<file path="src/rtl/neighbor_count.sv">
// neighbor_count: walks an NxM mine board in raster order and writes each cell's neighbour mine count.
// Optional macro NEIGHBOR_COUNT_MINE_MARK_EN adds a CENTER state so mine cells are written as 9.
module neighbor_count #(
    parameter int boardWidth  = 8,
    parameter int boardHeight = 8
) (
    input  logic                           clk,
    input  logic                           reset,
    input  logic                           start,
    input  logic                           ack,
    output logic [$clog2(boardWidth)-1:0]  x,
    output logic [$clog2(boardHeight)-1:0] y,
    input  logic                           mineBoardReadValue,
    output logic [$clog2(boardWidth)-1:0]  writeX,
    output logic [$clog2(boardHeight)-1:0] writeY,
    output logic [3:0]                     countOut,
    output logic                           countWriteEn,
`ifdef NEIGHBOR_COUNT_MINE_MARK_EN
    output logic                           center,
`endif
    output logic                           init,
    output logic                           scan,
    output logic                           writeCell,
    output logic                           done
);
    localparam int XW = $clog2(boardWidth);
    localparam int YW = $clog2(boardHeight);
    localparam logic [XW-1:0] X_MAX = XW'(boardWidth - 1);
    localparam logic [YW-1:0] Y_MAX = YW'(boardHeight - 1);

`ifdef NEIGHBOR_COUNT_MINE_MARK_EN
    typedef enum logic [2:0] {S_INIT, S_CENTER, S_SCAN, S_WRITE, S_DONE} state_t;
    localparam state_t S_FIRST = S_CENTER;
    logic mine_q, mine_d;
`else
    typedef enum logic [1:0] {S_INIT, S_SCAN, S_WRITE, S_DONE} state_t;
    localparam state_t S_FIRST = S_SCAN;
`endif

    state_t        state_q, state_d;
    logic [XW-1:0] cx_q, cx_d, nx;
    logic [YW-1:0] cy_q, cy_d, ny;
    logic [2:0]    k_q, k_d;
    logic [3:0]    acc_q, acc_d;
    logic          dx_neg, dx_pos, dy_neg, dy_pos, in_b, last_cell;

    // Neighbour order k=0..7: row above (left..right), left, right, row below (left..right)
    always_comb begin
        dx_neg    = (k_q == 3'd0) || (k_q == 3'd3) || (k_q == 3'd5);
        dx_pos    = (k_q == 3'd2) || (k_q == 3'd4) || (k_q == 3'd7);
        dy_neg    = k_q < 3'd3;
        dy_pos    = k_q > 3'd4;
        in_b      = !(dx_neg && cx_q == '0) && !(dx_pos && cx_q == X_MAX) &&
                    !(dy_neg && cy_q == '0) && !(dy_pos && cy_q == Y_MAX);
        nx        = cx_q + XW'(dx_pos) - XW'(dx_neg);
        ny        = cy_q + YW'(dy_pos) - YW'(dy_neg);
        last_cell = (cx_q == X_MAX) && (cy_q == Y_MAX);
    end

    always_comb begin
        state_d = state_q;
        cx_d    = cx_q;
        cy_d    = cy_q;
        k_d     = k_q;
        acc_d   = acc_q;
`ifdef NEIGHBOR_COUNT_MINE_MARK_EN
        mine_d  = mine_q;
`endif
        case (state_q)
            S_INIT: begin
                cx_d  = '0;
                cy_d  = '0;
                k_d   = '0;
                acc_d = '0;
`ifdef NEIGHBOR_COUNT_MINE_MARK_EN
                mine_d = 1'b0;
`endif
                state_d = start ? S_FIRST : S_INIT;
            end
`ifdef NEIGHBOR_COUNT_MINE_MARK_EN
            S_CENTER: begin
                mine_d  = mineBoardReadValue;
                state_d = S_SCAN;
            end
`endif
            S_SCAN: begin
                acc_d   = acc_q + {3'b000, in_b & mineBoardReadValue};
                k_d     = k_q + 3'd1;
                state_d = (k_q == 3'd7) ? S_WRITE : S_SCAN;
            end
            S_WRITE: begin
                if (last_cell) begin
                    state_d = S_DONE;
                end else begin
                    cx_d    = (cx_q == X_MAX) ? '0 : cx_q + XW'(1);
                    cy_d    = (cx_q == X_MAX) ? cy_q + YW'(1) : cy_q;
                    k_d     = '0;
                    acc_d   = '0;
                    state_d = S_FIRST;
                end
            end
            S_DONE: begin
                // Clear on leaving so INIT shows the reset-like output view
                if (ack) begin
                    cx_d    = '0;
                    cy_d    = '0;
                    acc_d   = '0;
`ifdef NEIGHBOR_COUNT_MINE_MARK_EN
                    mine_d  = 1'b0;
`endif
                    state_d = S_INIT;
                end
            end
            default: state_d = S_INIT;
        endcase
    end

    always_ff @(posedge clk or negedge reset) begin
        if (!reset) begin
            state_q <= S_INIT;
            cx_q    <= '0;
            cy_q    <= '0;
            k_q     <= '0;
            acc_q   <= '0;
`ifdef NEIGHBOR_COUNT_MINE_MARK_EN
            mine_q  <= 1'b0;
`endif
        end else begin
            state_q <= state_d;
            cx_q    <= cx_d;
            cy_q    <= cy_d;
            k_q     <= k_d;
            acc_q   <= acc_d;
`ifdef NEIGHBOR_COUNT_MINE_MARK_EN
            mine_q  <= mine_d;
`endif
        end
    end

    always_comb begin
        x            = (state_q == S_SCAN && in_b) ? nx : cx_q;
        y            = (state_q == S_SCAN && in_b) ? ny : cy_q;
        writeX       = cx_q;
        writeY       = cy_q;
`ifdef NEIGHBOR_COUNT_MINE_MARK_EN
        countOut     = mine_q ? 4'd9 : acc_q;
        center       = state_q == S_CENTER;
`else
        countOut     = acc_q;
`endif
        countWriteEn = state_q == S_WRITE;
        init         = state_q == S_INIT;
        scan         = state_q == S_SCAN;
        writeCell    = state_q == S_WRITE;
        done         = state_q == S_DONE;
    end
endmodule

</file>
<file path="config.mk">
export PLATFORM = sky130hd
export DESIGN_NAME = neighbor_count
export DESIGN_NICKNAME = d
export VERILOG_FILES = /design/src/rtl/neighbor_count.sv
export SDC_FILE = /design/constraint.sdc
export NUM_CORES = 1
export LEC_CHECK = 0
export CAP_MARGIN = 10
export CORE_MARGIN = 2
export CORE_UTILIZATION = 30
export CTS_BUF_LIST = sky130_fd_sc_hd__clkbuf_16
export CTS_CLUSTER_DIAMETER = 30
export CTS_CLUSTER_SIZE = 8
export DETAILED_ROUTE_END_ITERATION = 10
export PLACE_DENSITY = 0.56
export SYNTH_ARGS = -nofsm -noshare
export SYNTH_HDL_FRONTEND = slang
export SYNTH_SLANG_ARGS = --single-unit
</file>
<file path="constraint.sdc">
create_clock -name clk -period 5.5 [get_ports clk]
set_input_delay 0.55 -clock clk [delete_from_list [all_inputs] [get_ports clk]]
set_output_delay 0.55 -clock clk [all_outputs]
set_load 0.01 [all_outputs]
</file>
======== Word level (Yosys, flattened, before mapping) ========
Cells that the tools add are included.
cells by class
  add/sub/neg operators ................... 8
  magnitude comparators ................... 2
  equality and inequality tests ........... 13
  muxes and demuxes ....................... 19
  bitwise logic cells ..................... 1
  reductions and logical operators ........ 27
operators with widths
  operator                                                    number
  one-hot mux 3 bit (3 select lines)                          3
  two-way mux 3 bit                                           8
  one-hot mux 4 bit (4 select lines)                          1
  == test 3 bit, second input constant                        5
  adder 3 x 1 -> 3 bit, second input constant                 3
  logical AND 1 bit                                           9
  logical NOT 3 bit                                           3
  two-way mux 4 bit                                           2
  one-hot mux 2 bit (4 select lines)                          1
  adder 3 x 1 -> 3 bit                                        2
  == test 3 x 2 -> 1 bit, second input constant               2
  two-way mux 2 bit                                           3
  nonzero test 3 bit                                          2
  subtractor 3 x 1 -> 3 bit                                   2
  adder 4 x 1 -> 4 bit                                        1
  == test 2 bit, second input constant                        2
  logical NOT 1 bit                                           4
  logical OR 1 bit                                            4
  inequality test 2 bit, second input constant                2
  AND reduction 2 bit                                         2
  AND reduction 4 bit                                         1
  > comparator 3 bit, second input constant                   1
  less-than comparator 3 x 2 -> 1 bit, second input constant  1
  AND reduction 3 bit                                         1
  other kinds (5)                                             5
word-level totals
  register bits after elaboration ......... 15
  input port bits ......................... 5
  output and inout port bits .............. 21

======== Depth between registers and ports, before layout ========
Gate-level depths: netlist of run 1.
  depth after elaboration ................. 11
  depth in mapped cells ................... 11
  gate-level depth less buffers ........... 11

======== Worst setup path after synthesis of run 1 ========
OpenSTA, ideal clock, no wires.
  kind .................................... reg-to-output
  start ................................... register k_q[0]
  end ..................................... output x[2]
  arrival time ............................ 2.513 ns
  required time ........................... 4.950 ns
  slack ................................... 2.437 ns
  stages on the path, launching flop included .. 11
  buffers on the path ..................... 0
  cell sequence ........................... dfrtp_1 ha_1 ha_1 or3_1 ha_1 inv_1 ha_1 fa_1 xor2_1 nor2_1 xnor2_1
on the way
  word-level cells in the longest chain between the ends .. 10
  elaborated cells on any way between the ends .. 27
  those cells by class .................... add/sub (2); order compare (2); eq/ne (5); mux (1); reduce/logical (17)
ends and longest elaborated chain
  element                                                                       line  text
  start, declared                                                               43    logic [2:0] k_q, k_d;
  start signal, assigned                                                        132   k_q <= k_d;
  parallel branches: the longest is 9 deep, another holds adder 3 x 1 -> 3 bit  -
  two-way mux 3 bit (*)                                                         141   x = (state_q == S_SCAN && in_b) ? nx : cx_q;
  end, declared                                                                 11    output logic [$clog2(boardWidth)-1:0] x,
Every way passes the cells marked *.

======== Worst setup path after layout of run 1 ========
Same ends and word-level chain as after synthesis.

==> results of run 1 <==
[layout make-up]
class | count | area, um2 | share of cell area, %
clock buffers | 3 | 75.1 | 4.88
clock inverters | 1 | 5.00 | 0.325
inverters | 16 | 60.1 | 3.90
multi-input cells | 84 | 713 | 46.3
flip-flops and latches | 15 | 375 | 24.4
well taps | 48 | 60.1 | 3.90
repair buffers | 25 | 250 | 16.3
[cells in the final DEF (no fill, tap or decap), drive strengths merged, types with 3 or more instances in the layout]
cell            n
and2            3
mux2            4
a21oi           3
a22o            5
clkbuf          3
ha             18
inv            16
dfrtp          15
nor2            5
nor2b           4
nand2           9
clkdlybuf4s50  25
o21ai           9
xnor2           3
[cell families (layout without fill, tap and decap cells)]
logic type / after synthesis / count (layout) / share of synthesized area (%)
compound gates: 26 / 26 / 18.3
xor+xnor: 5 / 5 / 3.77
fa+ha+maj: 20 / 20 / 22.8
buf+inv: 18 / 45 / 6.25
flops: 15 / 15 / 32.3
mux: 5 / 5 / 4.74
simple gates: 28 / 28 / 11.7
[stage by stage]
| step | util [%] | worst slack (ns) | power (mW) | hold slack, ns | cells |
|---|---|---|---|---|---|
| final | 41.7 | 1.60 | 0.755 | 0.534 | 192 |
| after floorplan | - | 2.44 | 0.457 | 0.254 | 117 |
| after global placement | 39.6 | 1.89 | 0.611 | 0.506 | 188 |
| after global routing | 41.7 | 1.40 | 0.826 | 0.562 | 192 |
| after detailed placement | 39.6 | 1.86 | 0.619 | 0.518 | 188 |
| after CTS | 41.7 | 1.59 | 0.769 | 0.544 | 192 |
[layer usage]
metal	wire (um)	global-route usage, %	vias up
met5	0	0	-
met4	8	2.30	0
met3	90	4.26	2
met2	1200	21.4	14
met1	1060	14.1	431
li1	-	-	457
[flip-flops by register name, indices dropped and copies added (netlist names)]
signal and cells:
writeY 3, countOut 4, state_q 2, writeX 3, k_q 3
[critical path, delay by kind of cell, from the launching register on]
family | cells | cell delay [ns]
buf+inv | 2 | 0.58
xor+xnor | 2 | 0.30
simple gates | 2 | 0.51
fa+ha+maj | 5 | 1.31
flops | 1 | 0.42
[path summary, 6_finish.rpt]
check | startpoint | to | depth (start not counted)
worst max-delay path | k_q[0] | x[2] | 11
worst min-delay path | countOut[3] | countOut[3] | 2
worst max register to register | writeY[1] | countOut[2] | 9
worst min register to register | countOut[3] | countOut[3] | 2
max in group asynchronous | reset | writeY[2] | 1
min in group asynchronous | reset | countOut[1] | 1
[power by group through the flow]
stage               logic, mW  clock network [mW]  registers [mW]
floorplan               0.287                   0           0.170
global placement        0.436                   0           0.175
detailed placement      0.443                   0           0.176
CTS                     0.448               0.145           0.176
global route            0.492               0.154           0.180
finish                  0.438               0.142           0.175
==> metrics.txt, run 1 <==
run status finished clean; Placement Cell Area 1460 um2; first-pass GRT wire length 4.06 mm; root buf cell clkbuf_16; Yosys top cell by area dfrtp_1; critical-path maximum fanout 6; post-route ant nets 0; R2R Setup Slk 3.27 ns; area share of the largest cell type after synthesis 32.3%; DR WL/cell 12.3 um; Site Rows 22; f_max 256 MHz; PortBufs 25; initial drt markers 24; Synth Instances 117; number of H-tree levels 1; core area 3690 um2; Setup Buffers After CTS 0; initial antenna violation count 0; post-synthesis sequential area ratio 32.3%; sequential group share of total power 23.1%; Synth top cells by count 18 x ha_1, 16 x inv_1, 15 x dfrtp_1; HP Class flip-flop to flip-flop; Pleak 0.703 nW; largest net degree at the start of global routing 16; vias per cell 4.71; kind of critical path flip-flop to primary output; Period Utilization, post-route 71.0%; # resized after CTS 0; Req. time, crit path 4.95 ns; nets@finish 170; CP max stage cell clkdlybuf4s50_1; Vias 904; Post-DP HPWL 1.87 mm; CTS Buf Count 3; Logic pwr share 58.0%; layout cell share with drive strength beyond 1 8.33%; cts-stage hold buffer count 0; Worst-Margin Slew 0.709 ns; Post-route DRC 0; Synth async-reset ratio 100%; final WL 2.36 mm; P_sw 0.288 mW; CTS clk-pin slew, worst paths 0.05 ns; min cycle time layout 3.90 ns; top-count cell post-synth ha_1; Clock Skews 0.000877 ns; Top Ports 26; worst skew pair latency 0.24 ns; Top FF cell, synth dfrtp_1; Yosys reg bits 15; Most common cell on crit path ha_1; CTS tree done; Syn Area/Cell 9.92 um2; Ys Warns 0; Rel. slew slack 52.6%; post-route cell area 1540 um2; synthesized area 1160 um2; crit path cell chain ha_1, ha_1, or3_1, ha_1, inv_1, ha_1, fa_1, xor2_1, nor2_1, xnor2_1, clkdlybuf4s50_1; Starting Density 31.5%; post-synthesis cell type count 30; CP max stage delay 0.54 ns; CTS sink count 15; Switching Fraction 38.2%; Clock Path Buffers 2; RSZ-0062 raised after global routing no; diodes inserted 0; GRT overflow 0; Final GP Congestion 0.757; max-cap violation count 0; # fillers 371; number of enable flip-flop cells after synthesis 0; chip height 66.2 um; Die Span X 66.2 um; Power Density 490 nW/um2; Clk pwr share 18.9%; worst IR drop on VDD 213 uV; Global Route Usage Sum 12.1%; Setup-failing EPs final 0; Syn Nets 142; first drt pass iteration count 4; vias in the first global route 906; crit path DAT 3.35 ns; Worst Setup Start Kind flip-flop; die area 4380 um2; final hold vios 0; largest cells by area after synthesis dfrtp_1 32%, ha_1 19%, inv_1 5.2%; Setup TNS Final 0 ns; Layout Area Growth over Synthesis 32.5%; Int Pwr 0.467 mW; max-slew violations 0; Setup crit end kind primary output
(Power assumes the default switching activity.)
==> run 2, diff against run 1 <==
==> constraint.sdc (replaced) <==
create_clock -name clk -period 4 [get_ports clk]
set_input_delay 0.4 -clock clk [delete_from_list [all_inputs] [get_ports clk]]
set_output_delay 0.4 -clock clk [all_outputs]
set_load 0.01 [all_outputs]
==> results of run 2 <==
Same layout as run 1 (identical final DEF). Status: finished clean.
Among the figures that moved: setup slack after placement 1.86 ns -> 0.511 ns; setup slack after layout 1.60 ns -> 0.246 ns; register-to-register setup slack 3.27 ns -> 1.77 ns; total power 0.755 mW -> 1.04 mW; worst IR drop on VDD 213 uV -> 293 uV
==> run 3, diff against run 2 <==
--- a/config.mk
+++ b/config.mk
@@ -7,12 +7,12 @@
 export LEC_CHECK = 0
 export CAP_MARGIN = 10
 export CORE_MARGIN = 2
-export CORE_UTILIZATION = 30
+export CORE_UTILIZATION = 36
 export CTS_BUF_LIST = sky130_fd_sc_hd__clkbuf_16
 export CTS_CLUSTER_DIAMETER = 30
 export CTS_CLUSTER_SIZE = 8
 export DETAILED_ROUTE_END_ITERATION = 10
-export PLACE_DENSITY = 0.56
+export PLACE_DENSITY_LB_ADDON = 0.25
 export SYNTH_ARGS = -nofsm -noshare
 export SYNTH_HDL_FRONTEND = slang
 export SYNTH_SLANG_ARGS = --single-unit
==> metrics.txt, run 3 (synthesis results as in run 1) <==
CP max stage delay 0.55 ns (about the same); max FFs per register 4 (unchanged); # fillers 302 (-19%); max-slew violations 0 (unchanged); Vias 909 (+0.55%); final WL 2.38 mm (+0.93%); Power Density 680 nW/um2; worst skew pair latency 0.25 ns (about the same); root buf cell clkbuf_16; Setup TNS Final 0 ns (unchanged); GRT overflow 0 (unchanged); initial antenna violation count 0 (unchanged); worst IR drop on VDD 270 uV; PortBufs 25 (unchanged); max-cap violation count 0 (unchanged); kind of critical path flip-flop to primary output; CTS Buf Count 3 (unchanged); most frequent cells in the layout 25 x clkdlybuf4s50_1, 18 x ha_1, 16 x inv_1; Die Span X 60.8 um (-8.2%); hold slack 0.526 ns (-0.00777 ns); Post-route DRC 0 (unchanged); Final Total Pwr 1.04 mW; fin util 50.2% (+8.5 points); post-route cell area 1530 um2 (-0.33%); chip height 60.8 um (-8.2%); min cycle time layout 3.80 ns; layout cell share with drive strength beyond 1 8.33% (unchanged); Pleak 0.703 nW (unchanged); R2R Path Start k_q[0]; CP top delay family adder cells; Final GP Congestion 0.744 (-1.7%); CTS tree done; Period Utilization, post-route 95.1%; final hold vios 0 (unchanged); Setup Buffers After CTS 0 (unchanged); RSZ-0062 raised after global routing no; crit path DAT 3.40 ns (+0.05 ns); Starting Density 38.0% (+6.6 points); fin cells 188 (-2.1%); Req. time, crit path 3.60 ns; Clock Path Buffers 2 (unchanged); vias per cell 4.84 (+2.7%); critical-path maximum fanout 6 (unchanged); initial drt markers 21 (-13%); crit path cell chain inv_1, ha_1, nor2b_1, or3_1, ha_1, inv_1, ha_1, fa_1, xor2_1, nor2_1, xnor2_1, clkdlybuf4s50_1; Setup-failing EPs final 0 (unchanged); CTS sink count 15 (unchanged); Site Rows 20 (-9.1%); pre-CTS WS 0.477 ns; post-route ant nets 0 (unchanged); Global Route Usage Sum 14.8% (+2.7 points); CP max stage cell clkdlybuf4s50_1; diodes inserted 0 (unchanged); HP Class flip-flop to flip-flop; number of H-tree levels 1 (unchanged); cts-stage hold buffer count 0 (unchanged); Top Ports 26 (unchanged); first drt pass iteration count 4 (unchanged); final setup margin 0.196 ns; Rel. slew slack 51.7% (-0.88 points); Clock Skews 0.000517 ns (-0.000360 ns); run status finished clean; DR WL/cell 12.7 um (+3.1%); Placement Cell Area 1450 um2 (-0.34%); f_max 263 MHz; commonest non-fill, non-tap cell in the layout clkdlybuf4s50_1; Post-DP HPWL 1.85 mm (-1.3%); Placed Cells incl. Taps 184 (-2.1%); Layout Area Growth over Synthesis 32.1%; nets@finish 170 (unchanged); CP bufs+invs 3 (+1); Setup crit end kind primary output; Most common cell on crit path ha_1; worst min-delay path startpoint countOut[3]; vias in the first global route 840 (-7.3%); CP startpoint k_q[0]; first-pass GRT wire length 3.99 mm (-1.9%); # resized after CTS 0 (unchanged); Worst Setup Start Kind flip-flop; largest net degree at the start of global routing 16 (unchanged); die area 3700 um2 (-16%); core area 3050 um2 (-17%); CTS clk-pin slew, worst paths 0.05 ns (about the same); Worst-Margin Slew 0.722 ns (+0.0132 ns)
-- run 3: worst paths after layout --
check	endpoint	slack, ns	depth (start not counted)
hold / removal	countOut[3]	0.53	2
min in group asynchronous	writeX[0]	0.58	1
max in group asynchronous	writeX[2]	2.96	1
setup / recovery	x[2]	0.20	12
setup reg to reg	countOut[2]	1.74	10
hold reg to reg	countOut[3]	0.53	2
-- run 3: where the power goes --
group,total [mW],switching [mW],internal [mW]
Sequential,0.241,0.0527,0.188
Combinational,0.602,0.283,0.318
Clock,0.201,0.0668,0.134
Total,1.04,0.403,0.640
-- run 3: area by class of cell --
class	instances	area [um2]	area share [%]
repair buffers	25	250	16.3
flip-flops and latches	15	375	24.5
inverters	16	60.1	3.92
clock inverters	1	5.00	0.326
multi-input cells	84	713	46.5
clock buffers	3	75.1	4.89
well taps	44	55.1	3.59
-- run 3: tightest hold or removal path: cells and delay by family (launching register included) --
family / cells / cell delay, ns
AOI/OAI and AO/OA: 1 / 0.06
and+or+nand+nor: 1 / 0.05
DFF: 1 / 0.37
-- run 3: per-layer routing --
metal  global-route usage, %  up-vias  routed length, um
li1                        -      455                  -
met1                    19.6      434               1120
met2                    23.5       18               1130
met3                    4.69        2                115
met4                    3.73        0                 13
met5                       0        -                  0
